File: src/rtl/alu_seq_pkg.sv
`default_nettype none
// ============================================================================
//  Module      : alu_seq_pkg
//  Description : Shared definitions for the ALU command sequencer: the ALU
//                opcode map, the issue FSM state encoding and the packed
//                command record stored in the command FIFO.
//  Revision    : 1.0 - initial release
// ============================================================================
package alu_seq_pkg;

    // ALU opcode map
    localparam logic [2:0] OP_ADD  = 3'b000;
    localparam logic [2:0] OP_SUB  = 3'b001;
    localparam logic [2:0] OP_AND  = 3'b010;
    localparam logic [2:0] OP_OR   = 3'b011;
    localparam logic [2:0] OP_XOR  = 3'b100;
    localparam logic [2:0] OP_CMP  = 3'b101;
    localparam logic [2:0] OP_SHLA = 3'b110;
    localparam logic [2:0] OP_SHLB = 3'b111;

    // Issue FSM states
    typedef enum logic [1:0] {
        ST_IDLE  = 2'd0,
        ST_DRIVE = 2'd1,
        ST_WAIT  = 2'd2,
        ST_HOLD  = 2'd3
    } seq_state_t;

    // Queued command: opcode, operand A, operand B, accumulator select
    localparam int CMD_W = 20;

    typedef struct packed {
        logic [2:0] op;
        logic [7:0] a;
        logic [7:0] b;
        logic       use_acc;
    } cmd_t;

    // The ALU only produces defined results for ADD with carry_in=0 and
    // SUB with carry_in=1, so carry_in is derived from the opcode.
    function automatic logic carry_in_for(input logic [2:0] op);
        return (op == OP_SUB);
    endfunction

endpackage : alu_seq_pkg
`default_nettype wire

File: src/rtl/alu_cmd_fifo.sv
`default_nettype none
// ============================================================================
//  Module      : alu_cmd_fifo
//  Description : DEPTH x WIDTH synchronous FIFO with full/empty flags.
//                Head entry is presented combinationally on 'head'.
//  Ports       : clk, rst_n     - clock, async active-low reset
//                push/push_data - write request (ignored when full)
//                pop            - read request (ignored when empty)
//                head           - oldest entry
//                full/empty     - occupancy flags
//  Revision    : 1.0 - initial release
// ============================================================================
module alu_cmd_fifo
    import alu_seq_pkg::*;
#(
    parameter int DEPTH = 4,
    parameter int WIDTH = CMD_W
) (
    input  logic             clk,
    input  logic             rst_n,
    input  logic             push,
    input  logic [WIDTH-1:0] push_data,
    input  logic             pop,
    output logic [WIDTH-1:0] head,
    output logic             full,
    output logic             empty
);

    localparam int              c_addr_w = $clog2(DEPTH);
    localparam logic [c_addr_w:0] c_depth = (c_addr_w + 1)'(DEPTH);

    logic [WIDTH-1:0]  r_mem [DEPTH];
    logic [c_addr_w-1:0] r_wr_ptr;
    logic [c_addr_w-1:0] r_rd_ptr;
    logic [c_addr_w:0]   r_count;

    logic w_push;
    logic w_pop;

    assign w_push = push && !full;
    assign w_pop  = pop && !empty;

    // Storage carries no reset; validity is tracked by r_count alone.
    always_ff @(posedge clk) begin
        if (w_push) begin
            r_mem[r_wr_ptr] <= push_data;
        end
    end

    // Power-of-two depth: pointers wrap by natural overflow.
    always_ff @(posedge clk or negedge rst_n) begin
        if (!rst_n) begin
            r_wr_ptr <= '0;
            r_rd_ptr <= '0;
            r_count  <= '0;
        end else begin
            if (w_push) begin
                r_wr_ptr <= r_wr_ptr + 1'b1;
            end
            if (w_pop) begin
                r_rd_ptr <= r_rd_ptr + 1'b1;
            end
            case ({w_push, w_pop})
                2'b10:   r_count <= r_count + 1'b1;
                2'b01:   r_count <= r_count - 1'b1;
                default: r_count <= r_count;
            endcase
        end
    end

    assign head  = r_mem[r_rd_ptr];
    assign full  = (r_count == c_depth);
    assign empty = (r_count == '0);

endmodule : alu_cmd_fifo
`default_nettype wire

File: src/rtl/alu_cmd_sequencer.sv
`default_nettype none
// ============================================================================
//  Module      : alu_cmd_sequencer
//  Description : Issue stage for the 8-bit combinational ALU. Commands are
//                queued over a valid/ready port, issued one at a time onto
//                the ALU inputs, held for SETTLE cycles, then the ALU outputs
//                are captured and returned on a valid/ready result port.
//                An 8-bit accumulator tracks the last captured result and
//                can replace operand A of a command.
//  Ports       : clk, rst_n                      - clock, async active-low reset
//                cmd_valid/cmd_ready/cmd_*       - command input port
//                alu_a/alu_b/alu_opcode/
//                alu_carry_in                    - drive to the ALU
//                alu_out/alu_c_flag/alu_carry_out- sampled from the ALU
//                res_valid/res_ready/res_*       - result output port
//                acc                             - accumulator
//                busy                            - work queued or in flight
//  Revision    : 1.0 - initial release
// ============================================================================
module alu_cmd_sequencer
    import alu_seq_pkg::*;
#(
    parameter int DEPTH  = 4,
    parameter int SETTLE = 1
) (
    input  logic       clk,
    input  logic       rst_n,
    // command port
    input  logic       cmd_valid,
    output logic       cmd_ready,
    input  logic [2:0] cmd_op,
    input  logic [7:0] cmd_a,
    input  logic [7:0] cmd_b,
    input  logic       cmd_use_acc,
    // ALU interface
    output logic [7:0] alu_a,
    output logic [7:0] alu_b,
    output logic [2:0] alu_opcode,
    output logic       alu_carry_in,
    input  logic [7:0] alu_out,
    input  logic       alu_c_flag,
    input  logic       alu_carry_out,
    // result port
    output logic       res_valid,
    input  logic       res_ready,
    output logic [7:0] res_data,
    output logic       res_c_flag,
    output logic       res_carry,
    output logic [2:0] res_op,
    // status
    output logic [7:0] acc,
    output logic       busy
);

    localparam int                 c_cnt_w      = (SETTLE > 1) ? $clog2(SETTLE) : 1;
    localparam logic [c_cnt_w-1:0] c_settle_ld  = c_cnt_w'(SETTLE - 1);

    // ------------------------------------------------------------------
    // Command FIFO
    // ------------------------------------------------------------------
    cmd_t              w_push_cmd;
    logic [CMD_W-1:0]  w_fifo_head;
    cmd_t              w_head;
    logic              w_full;
    logic              w_empty;
    logic              w_pop;

    assign w_push_cmd = '{op: cmd_op, a: cmd_a, b: cmd_b, use_acc: cmd_use_acc};
    assign w_head     = cmd_t'(w_fifo_head);

    alu_cmd_fifo #(
        .DEPTH (DEPTH),
        .WIDTH (CMD_W)
    ) u_fifo (
        .clk       (clk),
        .rst_n     (rst_n),
        .push      (cmd_valid),
        .push_data (w_push_cmd),
        .pop       (w_pop),
        .head      (w_fifo_head),
        .full      (w_full),
        .empty     (w_empty)
    );

    // ------------------------------------------------------------------
    // Issue FSM
    // ------------------------------------------------------------------
    seq_state_t         r_state;
    logic [c_cnt_w-1:0] r_settle_cnt;
    logic [7:0]         r_alu_a;
    logic [7:0]         r_alu_b;
    logic [2:0]         r_alu_op;
    logic               r_alu_cin;
    logic               r_res_valid;
    logic [7:0]         r_res_data;
    logic               r_res_c_flag;
    logic               r_res_carry;
    logic [2:0]         r_res_op;
    logic [7:0]         r_acc;

    // A new command is taken from idle, or straight out of HOLD on the
    // cycle the current result is consumed (back-to-back issue).
    assign w_pop = !w_empty &&
                   ((r_state == ST_IDLE) || ((r_state == ST_HOLD) && res_ready));

    always_ff @(posedge clk or negedge rst_n) begin
        if (!rst_n) begin
            r_state      <= ST_IDLE;
            r_settle_cnt <= '0;
            r_alu_a      <= '0;
            r_alu_b      <= '0;
            r_alu_op     <= '0;
            r_alu_cin    <= 1'b0;
            r_res_valid  <= 1'b0;
            r_res_data   <= '0;
            r_res_c_flag <= 1'b0;
            r_res_carry  <= 1'b0;
            r_res_op     <= '0;
            r_acc        <= '0;
        end else begin
            case (r_state)
                ST_IDLE: begin
                    if (w_pop) begin
                        r_state <= ST_DRIVE;
                    end
                end
                ST_DRIVE: begin
                    r_settle_cnt <= c_settle_ld;
                    r_state      <= ST_WAIT;
                end
                ST_WAIT: begin
                    if (r_settle_cnt == '0) begin
                        r_res_data   <= alu_out;
                        r_res_c_flag <= alu_c_flag;
                        r_res_carry  <= alu_carry_out;
                        r_res_op     <= r_alu_op;
                        r_acc        <= alu_out;
                        r_res_valid  <= 1'b1;
                        r_state      <= ST_HOLD;
                    end else begin
                        r_settle_cnt <= r_settle_cnt - 1'b1;
                    end
                end
                ST_HOLD: begin
                    if (res_ready) begin
                        r_res_valid <= 1'b0;
                        r_state     <= w_pop ? ST_DRIVE : ST_IDLE;
                    end
                end
                default: begin
                    r_state <= ST_IDLE;
                end
            endcase

            // Operand A is resolved at pop time so it sees the accumulator
            // value left by every previously captured result. The ALU
            // inputs are only updated on issue and otherwise hold steady.
            if (w_pop) begin
                r_alu_a   <= w_head.use_acc ? r_acc : w_head.a;
                r_alu_b   <= w_head.b;
                r_alu_op  <= w_head.op;
                r_alu_cin <= carry_in_for(w_head.op);
            end
        end
    end

    // ------------------------------------------------------------------
    // Outputs
    // ------------------------------------------------------------------
    assign cmd_ready    = !w_full;
    assign alu_a        = r_alu_a;
    assign alu_b        = r_alu_b;
    assign alu_opcode   = r_alu_op;
    assign alu_carry_in = r_alu_cin;
    assign res_valid    = r_res_valid;
    assign res_data     = r_res_data;
    assign res_c_flag   = r_res_c_flag;
    assign res_carry    = r_res_carry;
    assign res_op       = r_res_op;
    assign acc          = r_acc;
    assign busy         = (r_state != ST_IDLE) || !w_empty;

endmodule : alu_cmd_sequencer
`default_nettype wire

File: config.mk
export PLATFORM = sky130hd
export DESIGN_NAME = alu_cmd_sequencer
export DESIGN_NICKNAME = d
export VERILOG_FILES = /design/src/rtl/alu_seq_pkg.sv /design/src/rtl/alu_cmd_fifo.sv /design/src/rtl/alu_cmd_sequencer.sv
export SDC_FILE = /design/constraint.sdc
export NUM_CORES = 1
export LEC_CHECK = 0
export CAP_MARGIN = 20
export CORE_AREA = 2 2 99 110
export DETAILED_ROUTE_END_ITERATION = 10
export DIE_AREA = 0 0 101 112
export PLACE_DENSITY_LB_ADDON = 0.25
export SYNTH_ARGS = -nofsm -noshare
export SYNTH_HDL_FRONTEND = slang
export SYNTH_SLANG_ARGS = --single-unit
File: constraint.sdc
create_clock -name clk -period 2.9 [get_ports clk]
set_clock_uncertainty 0.1 [all_clocks]
set_input_delay 0.58 -clock clk [delete_from_list [all_inputs] [get_ports clk]]
set_output_delay 0.58 -clock clk [all_outputs]
set_load 0.02 [all_outputs]
# ---- Yosys cells after proc, flatten, opt, wreduce, memory -nomap -nowiden
# Memory sizes are Yosys's and may differ from the RTL's.
# Index checks and enable logic that the tools add are counted.
dict set report totals {
  inputBits 34
  ff_bits 44
  ramBits 80
  wordCells 62
  n_memories 1
}
dict set report op_classes {
  n_reduce_logical 17
  bitwise 1
  n_addsub 5
  n_mux 14
  eq_ne 10
}
# name words word_bits rd rd_ports_with_merged_regs wr line
set memory_table {}
lappend memory_table {u_fifo.r_mem 4 20 1 0 1 alu_cmd_fifo.sv:32} ;# logic [WIDTH-1:0] r_mem [DEPTH];
# op n
set ops {}
lappend ops {{$mux W8} 1}
lappend ops {{$pmux W2 S4} 1}
lappend ops {{$reduce_bool A2 Y1} 4}
lappend ops {{$eq A2 B2 Y1 const B} 3}
lappend ops {{$mux W1} 6}
lappend ops {{$mux W2} 3}
lappend ops {{$pmux W3 S2} 1}
lappend ops {{$reduce_and A3 Y1} 2}
lappend ops {{$add A2 B1 Y2 const B} 2}
lappend ops {{$eq A2 B1 Y1 const B} 2}
lappend ops {{$logic_and A1 B1 Y1} 4}
lappend ops {{$ne A2 B2 Y1 const B} 2}
lappend ops {{$pmux W1 S2} 2}
lappend ops {{$add A3 B1 Y3 const B} 1}
lappend ops {{$eq A3 B1 Y1 const B} 1}
lappend ops {{$eq A3 B3 Y1 const B} 1}
lappend ops {{$logic_not A3 Y1} 1}
lappend ops {{$sub A3 B1 Y3 const B} 1}
lappend ops {{$logic_not A1 Y1} 2}
lappend ops {{$logic_not A2 Y1} 1}
lappend ops {{$logic_or A1 B1 Y1} 2}
lappend ops {{$ne A2 B1 Y1 const B} 1}
lappend ops {{$reduce_and A2 Y1} 1}
lappend ops {{$not A1 Y1} 1}
lappend ops {{$sub A1 B1 Y1 const B} 1}

# ---- Longest topological paths before layout
# Gate-level depths: netlist of the first run.
dict set report depth {
  depth_word 7
  ltp_mapped 12
  depth_no_buf 11
}

# ---- Hierarchy
# From an unflattened synthesis of the first run, not the netlist that was laid out.
dict set report unflattened {
  cells_unflattened 252
  area_unflattened_um2 4994.8
}
# mod area_per_inst_um2 cells_per_inst instances
set by_module_without_submodules {}
lappend by_module_without_submodules {alu_cmd_fifo 3331.9 141 1}
lappend by_module_without_submodules {alu_cmd_sequencer 1662.8 111 1}

# ---- Least setup slack after synthesis of the first run
# No wires, ideal clock.
dict set report synth_timing {
  path_kind {register to register}
  from {reg r_state[0]}
  to {reg u_fifo.r_count[2]}
  arrival_ns 2.185
  period_less_slack_ns 2.364
  setup_ns 0.079
  required_ns 2.721
  slack_ns 0.536
  path_stages_with_launch 13
  cell_sequence {dfrtp_1 inv_1 ha_1 a21oi_1 or2_1 inv_1 buf_6 ha_1 inv_1 fa_1 xor2_1 nor2_1 xor2_1}
}
dict set report synth_via {
  elab_chain_len 7
  elab_cells_between_ends 10
  cone_classes {eq/ne: 3; mux: 1; reduce/logical: 6}
}
# element line
set synth_lines {}
lappend synth_lines {{start: declaration} alu_cmd_sequencer.sv:88} ;# seq_state_t r_state;
lappend synth_lines {{start signal: assignment} alu_cmd_sequencer.sv:147} ;# r_state <= w_pop ? ST_DRIVE : ST_IDLE;
lappend synth_lines {{$eq A2 B2 Y1} alu_cmd_sequencer.sv:104} ;# ((r_state == ST_IDLE) || ((r_state == ST_HOLD) && res_ready));
lappend synth_lines {{$logic_and A1 B1 Y1} alu_cmd_sequencer.sv:104}
lappend synth_lines {{$logic_or A1 B1 Y1 *} alu_cmd_sequencer.sv:104}
lappend synth_lines {{$logic_and A1 B1 Y1 *} alu_cmd_sequencer.sv:103} ;# assign w_pop = !w_empty &&
lappend synth_lines {{named net u_fifo.pop} alu_cmd_fifo.sv:23} ;# input logic pop,
lappend synth_lines {{$logic_and A1 B1 Y1 *} alu_cmd_fifo.sv:41} ;# assign w_pop = pop && !empty;
lappend synth_lines {{$eq A2 B1 Y1 or $eq A2 B2 Y1 (tied branches)} alu_cmd_fifo.sv:63} ;# case ({w_push, w_pop})
lappend synth_lines {{$pmux W3 S2 or $reduce_bool A2 Y1 (tied branches)} --}
lappend synth_lines {{end signal: assignment} alu_cmd_fifo.sv:64} ;# 2'b10: r_count <= r_count + 1'b1;
lappend synth_lines {{end signal: assignment} alu_cmd_fifo.sv:65} ;# 2'b01: r_count <= r_count - 1'b1;
lappend synth_lines {{end signal: assignment} alu_cmd_fifo.sv:66} ;# default: r_count <= r_count;
lappend synth_lines {{end: declaration} alu_cmd_fifo.sv:35} ;# logic [c_addr_w:0] r_count;
# The timed path passes the listed nets; every way through them passes the cells marked *.
# A chain may end at the register's enable or synchronous reset.

# ---- Worst setup path in the final report of the first run
dict set report layout_timing {
  from {reg u_fifo.r_count[0]}
  to {out busy}
}
dict set report layout_via {
  elab_chain_len 3
}
# element line
set layout_lines {}
lappend layout_lines {{$logic_not A3 Y1} alu_cmd_fifo.sv:73} ;# assign empty = (r_count == '0);
lappend layout_lines {{$logic_not A1 Y1} alu_cmd_sequencer.sv:181} ;# assign busy = (r_state != ST_IDLE) || !w_empty;
lappend layout_lines {{$logic_or A1 B1 Y1} alu_cmd_sequencer.sv:181}
lappend layout_lines {{end: declaration} alu_cmd_sequencer.sv:52} ;# output logic busy
# Every way passes these cells.

==> out/summary.txt, run 1 <==
Most common cell after layout, fill and taps aside = edfxtp_1
Post-Layout Cell Count = 484
DR pass1 iterations = 4
Worst Path Max Fanout = 15
Cell area after layout = 0.006421 mm^2
Routed len/inst = 18.33 um
Worst path slowest cell = clkdlybuf4s50_1
Initial antenna violation count = 0
Fin crit period = 2.677 ns
Num CTS Buffers = 17
Slew at the pin with the worst max-slew slack = 0.6456 ns
H-tree depth = 4
DP Area = 0.005824 mm^2
Via/cell ratio = 5.236
CTS tree = built
Min-Delay Path Class = reg2reg
Peak supply drop = 0.5653 mV
Reg clk slew, reported paths = 0.05 ns
Final Routed Wirelength = 8870 um
Cell area after synthesis = 0.004971 mm^2
Diodes inserted = 0
# resized after CTS = 0
Slew HR = 0.5696
Asr flop ratio synth = 0.3496
Syn avg cell area = 18.97 um^2
Vias = 2534
Vias in the first global route = 2645
Worst endpoint data arrival time = 2.00 ns
Clk Latency, worst-skew pair = 0.41 ns
Tcrit/Tclk final = 0.9231
Core area = 0.01025 mm^2
Fmax = 0.3736 GHz
Final Power = 7.745 mW
Predominant post-synthesis flop cell = edfxtp_1
Initial Util = 0.4851
IO buf count = 77
Top-level I/O count = 78
Final hold viol count = 0
CP Class = reg2out
Max clock buf depth = 2
Worst Setup Start Kind = flip-flop
GRT overflow = 0
Post-Syn Instances = 262
Starting DRT DRC Count = 157
Die width = 101 um
Crit end category = output pin
Layout Nets = 392
R2r setup slk = 0.57 ns
Die span in y = 112 um
Hold Slack = 0.4074 ns
# clock sinks = 123
Worst path bufs/invs = 1
Final setup viols = 0
# rows = 39
Dpl hpwl = 5818 um
GP Congestion = 0.6978
Crit path largest cell delay = 0.55 ns
Ys Warns = 0
Leakage Power = 2.467 nW
Post-synth EDFFs = 80
Place WS = 0.2110 ns
Layout cells sized above 1 = 0.2216
Pwr dens = 1206 mW/mm^2
First-pass GRT wire length = 14190 um
Largest net degree at the start of global routing = 34
Root buffer cell = clkbuf_16
Cells along the critical path = nor3_4 -> nand2_1 -> clkdlybuf4s50_1
Register area share after synthesis = 0.6997
Area Growth Syn to Fin = 29.17%
Remaining DRCs = 0
Final setup margin = 0.2230 ns
Worst endpoint required time = 2.22 ns
Most frequent cells in the layout = 80 x edfxtp_1, 76 x clkdlybuf4s50_1, 43 x dfrtp_1, 17 x clkbuf_16, 16 x o21ai_0
DP Cell Count = 451
Outcome = complete, no violations
Die Area = 0.01131 mm^2
Fin. max-slew vios = 0
Fin util = 0.6266
Syn nets = 306
Post-synth cell types = 33
GRT Overall Usage = 0.1731
Max cap viols = 0
Worst path top cell family by delay = simple AND/OR/NAND/NOR gates
Final setup TNS = 0 ns
RSZ-0062 raised after global routing = no
FF+latch count, synth = 123
Post-route ant nets = 0
worst reg2reg max path: cells and delay by family (launching register included):
| kind | cells | cell delay [ns] |
|---|---|---|
| adder cells (fa/ha/maj) | 3 | 0.79 |
| AND/OR/NAND/NOR | 2 | 0.34 |
| flip-flops | 1 | 0.38 |
| XOR/XNOR | 2 | 0.30 |
| AO/OA/AOI/OAI | 1 | 0.07 |
| buffers and inverters | 3 | 0.28 |
cell usage after synthesis (all sizes together), types with 2 or more instances:
library cell  number  area, um^2
mux2i              9       90.09
dfrtp             43        1076
xor2               3       26.28
ha                 9       112.6
xnor2              3       26.28
nor2               5       18.77
nor3b              2       15.01
buf               15       120.1
a21oi              2       10.01
o21ai             16       80.08
edfxtp            80        2402
and3               4       30.03
mux2              25       319.0
inv               10       37.54
mux4              20       476.7
clkbuf             3       11.26
power breakdown:
part / leakage, nW / switching (mW) / internal (mW)
registers: 1.24 / 0.349 / 2.45
clock network: 0.292 / 0.684 / 1.38
logic: 0.932 / 1.35 / 1.52
total: 2.47 / 2.39 / 5.36
sequential cells by signal, indices dropped and copies added (netlist names):
register	cells
res_carry	1
alu_b	8
res_valid	1
u_fifo.r_count	3
acc	8
alu_a	8
u_fifo.r_mem	80
r_state	2
alu_carry_in	1
res_c_flag	1
res_op	3
u_fifo.r_wr_ptr	2
u_fifo.r_rd_ptr	2
alu_opcode	3
final timing paths:
path                                         from           endpoint  cells past startpoint
worst max-delay path            u_fifo.r_count[0]               busy                      3
worst min-delay path                   res_c_flag         res_c_flag                      1
worst max register to register         r_state[0]  u_fifo.r_count[2]                     11
worst min register to register         res_c_flag         res_c_flag                      1
max in group asynchronous                   rst_n      alu_opcode[2]                      3
min in group asynchronous                   rst_n           alu_b[7]                      2
cells by family (layout without fill, tap and decap cells):
family / after synthesis / in the layout / share of synthesized area
DFF: 123 / 123 / 0.6997
muxes: 54 / 54 / 0.1782
buffers and inverters: 28 / 127 / 0.03398
AOI/OAI and AO/OA: 23 / 23 / 0.02618
and+or+nand+nor: 18 / 18 / 0.02467
adders and majority gates: 10 / 10 / 0.02668
xor gates and xnor gates: 6 / 6 / 0.01057
layer usage:
| metal | global-route usage | vias to the layer above | share of wire |
|---|---|---|---|
| li1 | - | 1176 | - |
| met1 | 0.2297 | 1284 | 0.43 |
| met2 | 0.2698 | 61 | 0.51 |
| met3 | 0.04645 | 13 | 0.043 |
| met4 | 0.07568 | 0 | 0.018 |
| met5 | 0 | - | 0 |
area by class of cell:
| type | instances | area [um^2] |
|---|---|---|
| clock inverter | 9 | 118.9 |
| clock buffer | 23 | 467.9 |
| tap | 123 | 153.9 |
| inverter | 10 | 37.54 |
| timing repair buffer | 85 | 840.8 |
| fill | 744 | 3826 |
| multi-input combinational | 111 | 1324 |
| sequential | 123 | 3478 |
what timing repair did:
action,CTS,global route
setup endpoints to repair,0,0
endpoints found under the hold margin,10,0
hold buffers,1,0
buffers inserted,0,0
Power figures use the tool's default switching activity.
==> run 2, diff against run 1 <==
--- a/config.mk
+++ b/config.mk
@@ -7,6 +7,7 @@
 export LEC_CHECK = 0
 export CAP_MARGIN = 20
 export CORE_AREA = 2 2 99 110
+export CTS_CLUSTER_SIZE = 40
 export DETAILED_ROUTE_END_ITERATION = 10
 export DIE_AREA = 0 0 101 112
 export PLACE_DENSITY_LB_ADDON = 0.25
==> results of run 2 <==
Final layout, timing and power as in run 1 (identical DEF).
